### src/rtl/counter_loader.sv
// counter_loader: FIFO of load values handed one at a time to a downstream counter; ld one cycle after IDLE sees data, then WAIT for val.
// Backpressure: in_ready = !full, offers while full are dropped; optional watchdog on WAIT under `LOADER_TIMEOUT_EN.

module counter_loader_fifo #(
  parameter int W     = 8,
  parameter int DEPTH = 4
) (
  input  logic                   clk,
  input  logic                   rst_n,
  input  logic                   push_vld,
  input  logic [W-1:0]           push_dat,
  output logic                   push_rdy,
  input  logic                   pop_vld,
  output logic [W-1:0]           head_dat,
  output logic [$clog2(DEPTH):0] level
);
  localparam int AW = $clog2(DEPTH);

  logic [W-1:0]  mem [DEPTH];
  logic [AW-1:0] wr_ptr;
  logic [AW-1:0] rd_ptr;
  logic          do_push;
  logic          do_pop;

  assign push_rdy = (level != (AW+1)'(DEPTH));
  assign do_push  = push_vld && push_rdy;
  assign do_pop   = pop_vld && (level != '0);
  assign head_dat = mem[rd_ptr];

  always_ff @(posedge clk) begin
    if (do_push) mem[wr_ptr] <= push_dat;
  end

  // DEPTH is a power of two, so the pointers wrap by plain overflow.
  always_ff @(posedge clk or negedge rst_n) begin
    if (!rst_n) begin
      wr_ptr <= '0;
      rd_ptr <= '0;
      level  <= '0;
    end else begin
      if (do_push) wr_ptr <= wr_ptr + 1'b1;
      if (do_pop)  rd_ptr <= rd_ptr + 1'b1;
      case ({do_push, do_pop})
        2'b10:   level <= level + 1'b1;
        2'b01:   level <= level - 1'b1;
        default: ;
      endcase
    end
  end
endmodule

module counter_loader #(
  parameter int DEPTH   = 4,
  parameter int TIMEOUT = 255
) (
  input  logic                   clk,
  input  logic                   rst_n,
  input  logic                   in_valid,
  input  logic [7:0]             in_data,
  output logic                   in_ready,
  output logic                   ld,
  output logic [7:0]             data,
  input  logic                   val,
  output logic                   busy,
  output logic [$clog2(DEPTH):0] level,
  output logic [7:0]             done_cnt,
  output logic                   err
);
  typedef enum logic [1:0] {ST_IDLE, ST_LOAD, ST_WAIT} state_t;

  state_t     state;
  state_t     state_nxt;
  logic [7:0] head_dat;
  logic       pop_vld;
  logic       wd_expire;

  if (DEPTH < 2 || DEPTH > 16 || (DEPTH & (DEPTH - 1)) != 0) begin : g_bad_depth
    $error("counter_loader: DEPTH must be a power of two in 2..16");
  end
  if (TIMEOUT < 1 || TIMEOUT > 255) begin : g_bad_timeout
    $error("counter_loader: TIMEOUT must be in 1..255");
  end

  assign pop_vld = (state == ST_LOAD);

  counter_loader_fifo #(
    .W     (8),
    .DEPTH (DEPTH)
  ) u_fifo (
    .clk      (clk),
    .rst_n    (rst_n),
    .push_vld (in_valid),
    .push_dat (in_data),
    .push_rdy (in_ready),
    .pop_vld  (pop_vld),
    .head_dat (head_dat),
    .level    (level)
  );

  always_ff @(posedge clk or negedge rst_n) begin
    if (!rst_n) state <= ST_IDLE;
    else        state <= state_nxt;
  end

  always_comb begin
    state_nxt = state;
    unique case (state)
      ST_IDLE: if (level != '0) state_nxt = ST_LOAD;
      ST_LOAD: state_nxt = ST_WAIT;
      ST_WAIT: if (val || wd_expire) state_nxt = ST_IDLE;
      default: state_nxt = ST_IDLE;
    endcase
  end

  always_comb begin
    ld   = 1'b0;
    busy = 1'b0;
    if (state == ST_LOAD) ld   = 1'b1;
    if (state != ST_IDLE) busy = 1'b1;
  end

  // Capture the head on the way into LOAD so data is valid with ld and held afterwards.
  always_ff @(posedge clk or negedge rst_n) begin
    if (!rst_n)                                        data <= '0;
    else if (state == ST_IDLE && state_nxt == ST_LOAD) data <= head_dat;
  end

  always_ff @(posedge clk or negedge rst_n) begin
    if (!rst_n)                        done_cnt <= '0;
    else if (state == ST_WAIT && val)  done_cnt <= done_cnt + 8'd1;
  end

`ifdef LOADER_TIMEOUT_EN
  localparam logic [7:0] WD_LAST = 8'(TIMEOUT - 1);
  logic [7:0] wd;

  always_ff @(posedge clk or negedge rst_n) begin
    if (!rst_n)                  wd <= '0;
    else if (state == ST_LOAD)   wd <= '0;
    else if (state == ST_WAIT)   wd <= wd + 8'd1;
  end

  // val arriving on the last permitted cycle wins over the abort.
  assign wd_expire = (state == ST_WAIT) && !val && (wd == WD_LAST);

  always_ff @(posedge clk or negedge rst_n) begin
    if (!rst_n)         err <= 1'b0;
    else if (wd_expire) err <= 1'b1;
  end
`else
  assign wd_expire = 1'b0;
  assign err       = 1'b0;
`endif
endmodule

### config.mk
export PLATFORM = sky130hd
export DESIGN_NAME = counter_loader
export DESIGN_NICKNAME = d
export VERILOG_FILES = /design/src/rtl/counter_loader.sv
export SDC_FILE = /design/constraint.sdc
export NUM_CORES = 1
export LEC_CHECK = 0
export CORE_UTILIZATION = 30
export DETAILED_ROUTE_END_ITERATION = 10
export PLACE_DENSITY = 0.48
export SYNTH_ARGS = -nofsm -noshare
export SYNTH_HDL_FRONTEND = slang
export SYNTH_SLANG_ARGS = --single-unit
### constraint.sdc
create_clock -name clk -period 2.6 [get_ports clk]
set_clock_uncertainty 0.05 [all_clocks]
set_input_delay 0.26 -clock clk [delete_from_list [all_inputs] [get_ports clk]]
set_output_delay 0.26 -clock clk [all_outputs]
set_load 0.005 [all_outputs]
# Word-level counts from Yosys, hierarchy flattened
# Memories as Yosys holds them, arrays and structs flattened. A register that Yosys moved wholly into a read port is not among the register bits.
# Cells that the tools add are included.
[word_totals] reg_bits=17 ram_bits=32 inputBits=12 out_inout_bits=23 memories=1
[classes] add_sub_neg=5 eq_ne=6 muxes=8 reduce_logical=9
[memory_table] memory="u_fifo.mem" words=4 width=8 read_ports=1 rd_clocked_by_memory_dff=1 write_ports=1 line_no="19" rtl="logic [W-1:0] mem [DEPTH];"
[op_table] operator="adder 8 x 1 -> 8 bit (second input constant)" n=1
[op_table] operator="equality test 2 x 1 -> 1 bit (second input constant)" n=3
[op_table] operator="case mux 2 bit (3 select lines)" n=1
[op_table] operator="case mux 3 bit (2 select lines)" n=1
[op_table] operator="adder 2 x 1 -> 2 bit (second input constant)" n=2
[op_table] operator="equality test 2 bit (second input constant)" n=2
[op_table] operator="logical AND 1 bit" n=4
[op_table] operator="2-to-1 mux 1 bit" n=4
[op_table] operator="2-to-1 mux 2 bit" n=2
[op_table] operator="nonzero test 2 bit" n=2
[op_table] operator="adder 3 x 1 -> 3 bit (second input constant)" n=1
[op_table] operator="inequality test 3 bit (second input constant)" n=1
[op_table] operator="nonzero test 3 bit" n=1
[op_table] operator="subtractor 3 x 1 -> 3 bit (second input constant)" n=1
[op_table] operator="zero test 2 bit" n=1
[op_table] operator="zero test 1 bit" n=1

# Logic depth before layout (Yosys ltp)
[depth] word_depth=5 mapped_depth=8

# Cells and area by module
# A second synthesis with hierarchy kept.
[hier_totals] cells_unflattened=134 area_unflattened_um2=2374.8
[modules_own_cells] mod="counter_loader_fifo" instances=1 cells_each=78 area_per_inst_um2=1575.3
[modules_own_cells] mod="counter_loader" instances=1 cells_each=56 area_per_inst_um2=799.5

# Worst setup path before layout
# OpenSTA, ideal clock, no wires.
[synth_path] path_type="flip-flop to flip-flop" startpoint="reg u_fifo.level[1]" endpoint="reg u_fifo.level[1]" setup_time_ns=0.125 t_arrival_ns=1.906 setup_slack_ns=0.519 stages_incl_launch_ff=7 n_path_buf=0 path_cell_list="dfrtp_1 or3b_4 and2_4 inv_1 ha_1 fa_1 mux2_2"
[synth_via] elab_chain_len=4 elab_cells_between_ends=10
[synth_rtl] item="from (decl)" line_no="15" rtl="output logic [$clog2(DEPTH):0] level"
[synth_rtl] item="from (signal assigned)" line_no="44" rtl="2'b10: level <= level + 1'b1;"
[synth_rtl] item="from (signal assigned)" line_no="45" rtl="2'b01: level <= level - 1'b1;"
[synth_rtl] item="inequality test 3 bit (*)" line_no="25" rtl="assign push_rdy = (level != (AW+1)'(DEPTH));"
[synth_rtl] item="net in_ready" line_no="60" rtl="output logic in_ready,"
[synth_rtl] item="logical AND 1 bit (*)" line_no="26" rtl="assign do_push = push_vld && push_rdy;"
[synth_rtl] item="equality test 2 x 1 -> 1 bit or equality test 2 bit (tied branches)" line_no="43" rtl="case ({do_push, do_pop})"
[synth_rtl] item="case mux 3 bit (2 select lines) or nonzero test 2 bit (tied branches)"
# Mark *: on every way through the listed nets, which the timed path passes. The rest lies on a longest branch.
# A chain may end at the register's enable or synchronous reset.

# Final worst setup path
[layout_path] startpoint="reg u_fifo.level[1]" endpoint="reg u_fifo.level[1]"
[layout_via] elab_chain_len=4 elab_cells_between_ends=10
[layout_rtl] item="inequality test 3 bit or nonzero test 3 bit (tied branches)" line_no="25, 27"
[layout_rtl] item="logical AND 1 bit, on equally long branches" line_no="26, 27"
[layout_rtl] item="equality test 2 x 1 -> 1 bit or equality test 2 bit (tied branches)" line_no="43"
[layout_rtl] item="case mux 3 bit (2 select lines) or nonzero test 2 bit (tied branches)"
# Parallel ways exist; a longest one is shown, timed or not.

==> results.tsv <==
stage	metric	value	unit
run_status	outcome	finished, final reports clean	
grt	remaining global-route overflow	0	
grt	gr busiest metal	met2	
drt	DR pass1 iterations	6	
final_layout	Final Net Count	194	
sta	Final setup viols	0	
place	port bufs	33	
final_layout	Non-Filler Instances	282	
sta	min Tclk post-route	2.179	ns
synth	Adder-Cell Fraction of Synth Area	3.985	%
sta	Slew headroom	58.53	%
clocking	Hold Buf Count CTS	0	
grt	initial antenna violation count	0	
final_layout	share of cells above drive strength 1	17.78	%
grt	first-pass GRT wire length	6768	um
clocking	Clock Tree Root	clkbuf_8	
power	PD cells	1170	nW/um2
power	clock network power share	24.6	%
synth	mux contribution to synthesized area	15.26	%
final_layout	P&R area growth vs syn	26.85	%
floorplan	# rows	32	
synth	EDFF count, synth	32	
final_layout	commonest non-fill, non-tap cell in the layout	clkdlybuf4s50_1	
setup_path	crit-path max FO	6	
place	detailed placer's ending HPWL	2729	um
synth	library cells used by synthesis	28	
sta	RSZ-0062 raised after global routing	false	
final_layout	Antenna Cells	0	
power	Switching Share	28.17	%
synth	Ys Warns	0	
grt	M2 GR Usage	17.93	%
floorplan	Die Ht	91.18	um
synth	net count after synthesis	153	
floorplan	Core Region	7727	um2
place	Placed Cells	266	
sta	Highest Clock Rate	458.9	MHz
final_layout	post-route cell area	3027	um2
drt	vias per cell	4.397	
synth	largest family of logic cells by synthesized area	multiplexers	
sta	Fin Setup TNS	0	ns
setup_path	reg2reg start	u_fifo.level[1]	
clocking	H-tree depth	3	
clocking	CTS tree	yes	
flow_run	Max Cap Viol	0	
synth	sequential area share after synthesis	66.49	%
sta	total count of hold-check failures in the final report	0	
floorplan	Die X	91.18	um
floorplan	Initial Util	30.88	%
power	Leakage	1.217	nW
clocking	Post-CTS Setup Inserts	0	
sta	Slew @ Worst Pin	0.6220	ns
final_layout	commonest cells after routing, fill and taps aside	clkdlybuf4s50_1 (33), edfxtp_1 (32), dfrtp_1 (25), mux2_4 (9), clkbuf_8 (9)	
clocking	clock slew at reported path FFs	0.07	ns
synth	Post-Syn Area per Cell	17.81	um2
setup_path	crit end category	flip-flop	
worst_hold_path	Hold Crit Class	input pin to asynchronous set/reset pin	
drt	DR DRC count	0	
synth	Synth area leaders	edfxtp_1 (40%), dfrtp_1 (26%), mux4_1 (7.7%)	
floorplan	Ports	35	
drt	post-route ant nets	0	
synth	simple-gate area share of the yosys netlist	6.922	%
floorplan	full die area	8314	um2
power	Peak VDD IR	0.4027	mV
synth	Synth Area in XOR/XNOR	4.772	%
place	gpl congestion	0.7254	
grt	grt met1 use	13.22	%
setup_path	Critical Path RT	2.76	ns
drt	initial drt markers	71	
clocking	CTS Buf Count	9	
clocking	clk_lat worst skew	0.33	ns
synth	register bit total from synthesis	57	
synth	synthesized area	2386	um2
clocking	Max Buffers Root-to-Sink	2	
power	total net switching power	0.9976	mW
synth	post-synthesis compound-gate area fraction	0.2098	%
drt	drt wl/cell	14.72	um
setup_path	Worst setup SP type	flip-flop	
clocking	Sink Count	57	
sta	final worst-path cycle share	83.82	%
setup_path	Worst Setup SP	u_fifo.level[1]	
drt	vias post-DR	1240	
synth	largest area contributor in the netlist	edfxtp_1	
power	Pint	2.544	mW
synth	asr flop ratio synth	43.86	%
grt	met3 Use GR	4.606	%
sta	Final Max Slew Viols	0	
grt	Total Routing Usage GR	11.35	%
setup_path	WS Path Type	flip-flop to flip-flop	
grt	pin count of the biggest net entering global routing	26	
synth	Cells after Synth	134	
power	Comb power frac	33.6	%
drt	drt total wl	4152	um
synth	Synth Flop Type	edfxtp_1	
synth	top cell type's share of synthesized area	40.27	%
clocking	post_cts resized	0	
grt	vias in the first global route	1327	
setup_path	CP arrival	2.34	ns
power	sequential power share	41.8	%
place	Placed Area	2818	um2
==> through the flow <==
stage	hold slack (ns)	util, %	power, mW	setup WS, ns
floorplan	-0.08559	-	2.233	0.5188
global placement	0.4075	36.46	2.674	0.4953
detailed placement	0.4192	36.46	2.714	0.4374
CTS	0.2722	39.17	3.595	0.4177
global route	0.2723	39.17	3.777	0.3302
finish	0.2635	39.17	3.542	0.4208
==> area by class of cell <==
type	count	area, um2
clock inverter	7	85.08
inverter	5	18.77
sequential	57	1587
multi-input combinational	68	747.0
clock buffer	9	123.9
timing repair buffer	34	337.8
tap	102	127.6
fill	734	4701
==> power by group through the flow <==
stage / Clock (mW) / Combinational, mW / Sequential [mW]
3_5_place_dp: 0 / 1.21 / 1.51
4_1_cts: 0.891 / 1.22 / 1.49
3_3_place_gp: 0 / 1.19 / 1.49
5_1_grt: 0.941 / 1.31 / 1.53
2_1_floorplan: 0 / 0.820 / 1.41
6_report: 0.872 / 1.19 / 1.48
==> Yosys cell counts, types with 2 or more instances <==
| master | n |
|---|---|
| and3_2 | 4 |
| buf_6 | 2 |
| dfrtp_1 | 25 |
| edfxtp_1 | 32 |
| ha_1 | 6 |
| inv_1 | 5 |
| mux2_2 | 2 |
| mux2_4 | 9 |
| mux4_1 | 7 |
| nand2_1 | 4 |
| nand4b_1 | 2 |
| nor2_1 | 5 |
| nor3_1 | 3 |
| or2_1 | 2 |
| or2b_1 | 2 |
| xnor2_1 | 5 |
| xor2_1 | 8 |
==> path summary, 6_finish.rpt <==
check / end / slack (ns) / depth (start not counted)
setup / recovery: u_fifo.level[1] / 0.42 / 6
hold / removal: data[1] / 0.26 / 2
setup reg to reg: u_fifo.level[1] / 0.42 / 6
hold reg to reg: done_cnt[7] / 0.42 / 1
max in group asynchronous: u_fifo.rd_ptr[0] / 1.97 / 2
min in group clk: done_cnt[7] / 0.42 / 1
==> sequential cells by signal, indices dropped and copies added (netlist names) <==
signal	flops
done_cnt	8
u_fifo.wr_ptr	2
u_fifo.mem	32
u_fifo.rd_ptr	2
data	8
u_fifo.level	3
state	2
==> critical path: stages (launching register included) <==
cell,delay [ns]
dfrtp_1,0.44
or3b_4,0.45
and2_4,0.19
inv_1,0.05
ha_1,0.18
fa_1,0.43
mux2_2,0.27
==> routing by layer <==
metal	wire [um]	vias to the layer above
met1	1903	626
met5	0	-
met2	1995	33
met4	63	0
met3	190	6
li1	-	575
==> kinds of logic after synthesis <==
family | Yosys count
XOR/XNOR | 13
adder cells (fa/ha/maj) | 7
AND/OR/NAND/NOR | 27
buffers and inverters | 9
other | 1
AO/OA/AOI/OAI | 1
multiplexers | 19
flip-flops | 57
No activity file was read; power rests on OpenSTA's default activity.
==> patch 1 (same flow settings) <==
`DEPTH` is set to 4 in 2 places; all go to 2.
--- a/src/rtl/counter_loader.sv
+++ b/src/rtl/counter_loader.sv
@@ -4,5 +4,5 @@
 module counter_loader_fifo #(
   parameter int W     = 8,
-  parameter int DEPTH = 4
+  parameter int DEPTH = 2
 ) (
   input  logic                   clk,
@@ -51,5 +51,5 @@
 
 module counter_loader #(
-  parameter int DEPTH   = 4,
+  parameter int DEPTH   = 2,
   parameter int TIMEOUT = 255
 ) (
Interface: changed (resized level); port bits go from 35 to 34. The function was not compared with the original's and may differ.
==> patch 1 against the unedited design <==
Wire length decreased by 38%. Hold slack better by 16 ps. Die area down 34%. Critical path type is now reg2out. Total power shrank 35%. Area after synthesis down 35%. Final area is 33% lower. Setup slack improved by 430 ps. Global-route usage grew 0.078 points. Sequential cell count shrank 19.
==> patch 1: results (changes against the unedited design) <==
stage,metric,value,unit,change
run_status,status,completed,,
placed_design,gpl congestion,0.769,,+6.1%
placed_design,DP Area,0.00195,mm²,-31%
grt,GRT met2 Usage,17.1,%,-0.86 points
synthesis,Synth Register Bits,38,,-33%
drt,WL final,2590,µm,-38%
worst_setup_path,cell family with most CP delay,buffers and inverters,,
worst_setup_path,CP Capture Type,output pin,,
drt,WL/cell,12.6,µm,-14%
floorplan,FP Rows,25,,-22%
final_layout,Final #Nets,151,,-22%
final_layout,Storage cell area,0.00103,mm²,-35%
pwr,P_sw,0.690,mW,-31%
synthesis,mux cell area share after synthesis,13.5,%,-1.7 points
synthesis,Commonest cells post-synth,"dfrtp_1, edfxtp_1, mux2_2, mux2_4, xnor2_1",,
final_layout,Largest regs,"u_fifo.mem (16), data (8), done_cnt (8)",,
final_layout,Non-CTS buffers,33,,-2.9%
worst_setup_path,Critical R2R Launch,u_fifo.level[0],,
final_layout,max reg flops,16,,-50%
final_layout,Clock Network Area Fraction,4.18,%,-2.7 points
synthesis,Synth area leaders,"dfrtp_1, edfxtp_1, mux2_4",,
pwr,proportion of power drawn by combinational gates,39.7,%,+6.1 points
final_layout,share of cells above drive strength 1,20.3,%,+2.5 points
grt,M3 GR Usage,5.69,%,+1.1 points
pwr,Power Density,1130,mW/mm²,-3.3%
drt,metal3 WL,118,µm,-38%
final_layout,Fillers,450,,-39%
clock_network,Inserted Clock Buffers,5,,-4
pwr,Leakage Power,0.826,nW,-32%
synthesis,Post-Synth Adder-Cell Area,1.61,%,-2.4 points
grt,grt met1 use,14.1,%,+0.84 points
sta,relative slew slack,55.0,%,-3.6 points
drt,wire length on met2,1270,µm,-36%
worst_setup_path,crit path from,state[1],,
grt,largest net degree at the start of global routing,23,,-12%
worst_setup_path,Setup CP Type,reg2out,,
synthesis,Synth Area in Compound Gates,0.322,%,+0.11 points
final_layout,multi-input combinational area share,24.8,%,+0.14 points
synthesis,register area share after synthesis,66.4,%,-0.094 points
placed_design,port bufs,32,,-3.0%
drt,M1 WL,1180,µm,-38%
synthesis,Synth cell types,25,,-11%
synthesis,ys async rst share,57.9,%,+14 points
grt,vias in the first global route,914,,-31%
[patch 1: cell count changes after synthesis, sizes merged, moves of 2 or more]
cell | unedited run | this run
buf | 4 | 2
inv | 5 | 1
and3 | 4 | 2
nand4 | 1 | 3
xor2 | 8 | 5
edfxtp | 32 | 16
mux2 | 11 | 16
xnor2 | 5 | 7
nand2b | 0 | 2
ha | 6 | 2
nand2 | 4 | 6
dfrtp | 25 | 22
mux4 | 8 | 0
nand4b | 2 | 0
[patch 1: final timing paths]
| kind | end | slack [ps] | depth (start not counted) |
|---|---|---|---|
| worst max-delay path | busy | 850 | 2 |
| worst max register to register | u_fifo.mem[0][2] | 910 | 3 |
| worst min register to register | done_cnt[7] | 410 | 1 |
| min in group clk | done_cnt[7] | 410 | 1 |
| max in group asynchronous | done_cnt[7] | 1990 | 2 |
| worst min-delay path | state[1] | 280 | 2 |
[patch 1: through the flow]
step	worst slack, ps	hold WS, ps
floorplan	1100	-85.6
global placement	783	408
detailed placement	770	409
finish	852	280
global route	753	293
CTS	833	287
==> patch 2 (config.mk and constraints unchanged) <==
Without the edit above. Re-encode `state_t` (3 states) as one-hot, 3 bits wide.
--- a/src/rtl/counter_loader.sv
+++ b/src/rtl/counter_loader.sv
@@ -67,5 +67,5 @@
   output logic                   err
 );
-  typedef enum logic [1:0] {ST_IDLE, ST_LOAD, ST_WAIT} state_t;
+  typedef enum logic [2:0] {ST_IDLE = 3'b001, ST_LOAD = 3'b010, ST_WAIT = 3'b100} state_t;
 
   state_t     state;
Behaviour: same outputs for any inputs over 10 cycles, from zero or initial values and one cycle with rst_n low; not proved beyond that.
==> patch 2 against the unedited design <==
Final area up 0.54%. Total power down 5.0%. Fmax shrank 3.1%. Wire length up 0.39%. Area after synthesis grew 0.31%. Sequential cell count increased by 1. Setup slack got worse by 69 ps. Largest cell class unchanged.
==> patch 2: results (changes against the unedited design) <==
stage,metric,value,unit,change
run_status,status,completed,,
sta,"Min Clock Period, post-route",2250,ps,+68.9 ps
synthesis,Syn Nets,161,,+5.2%
synthesis,Post-Synth Adder-Cell Area,3.97,%,-0.012 points
pwr,Leakage Power,1.17,nW,-3.5%
drt,WL final,4170,µm,+0.39%
synthesis,Synth Register Bits,58,,+1.8%
final_layout,inverters,6,,+1
synthesis,cells after synthesis,142,,+6.0%
sta,hold slack,269,ps,+5.20 ps
drt,Initial DRC Count,20,,-72%
synthesis,ys async rst share,44.8,%,+0.97 points
final_layout,Non-CTS buffers,35,,+2.9%
placed_design,HPWL Detailed,2880,µm,+5.5%
final_layout,multi-input gates,75,,+10%
worst_setup_path,crit path DAT,2450,ps,+110 ps
grt,first-pass GRT wire length,6990,µm,+3.3%
grt,vias in the first global route,1370,,+3.2%
pwr,VDD IR max,0.000406,V,+0.72%
final_layout,Clock Network Area Fraction,6.33,%,-0.57 points
final_layout,share of cells above drive strength 1,19.5,%,+1.7 points
drt,via count,1271,,+2.5%
final_layout,multi-input combinational area share,24.4,%,-0.30 points
synthesis,Post-Synth XOR/XNOR Area,4.76,%,-0.015 points
final_layout,Fillers,732,,-0.27%
pwr,proportion of power drawn by combinational gates,31.7,%,-1.9 points
grt,largest net degree at the start of global routing,27,,+3.8%
placed_design,DP Area,0.00285,mm²,+1.2%
final_layout,Storage cell area,0.00161,mm²,+1.7%
synthesis,Synth cell types,35,,+25%
synthesis,mux cell area share after synthesis,12.6,%,-2.7 points
placed_design,Post-Place Cells,276,,+3.8%
synthesis,Commonest cells post-synth,"edfxtp_1, dfrtp_1, mux4_2",,
drt,DR pass1 iterations,4,,-2
synthesis,register area share after synthesis,67.4,%,+0.89 points
-- patch 2: cell count changes after synthesis, sizes merged, moves of 2 or more --
cell    unedited run  this run
or2b               2         0
mux2i              0         2
nor2b              0         2
mux2              11         9
or2                2         0
nand4b             2         0
nand2              4         7
-- patch 2: layer usage --
metal | up-vias | part of all wire (%) | global-route usage (%)
met1 | 628 | 46 | 14.0
met2 | 27 | 48 | 18.5
met5 | - | 0 | 0
li1 | 608 | - | -
met3 | 8 | 3.6 | 3.43
met4 | 0 | 1.9 | 6.35
-- patch 2: final timing paths --
check	cells after the start	to	startpoint
min in group clk	1	done_cnt[7]	done_cnt[7]
worst max register to register	9	u_fifo.level[2]	u_fifo.level[0]
worst max-delay path	9	u_fifo.level[2]	u_fifo.level[0]
worst min register to register	1	done_cnt[7]	done_cnt[7]
max in group asynchronous	2	state[0]	rst_n
worst min-delay path	2	data[0]	rst_n
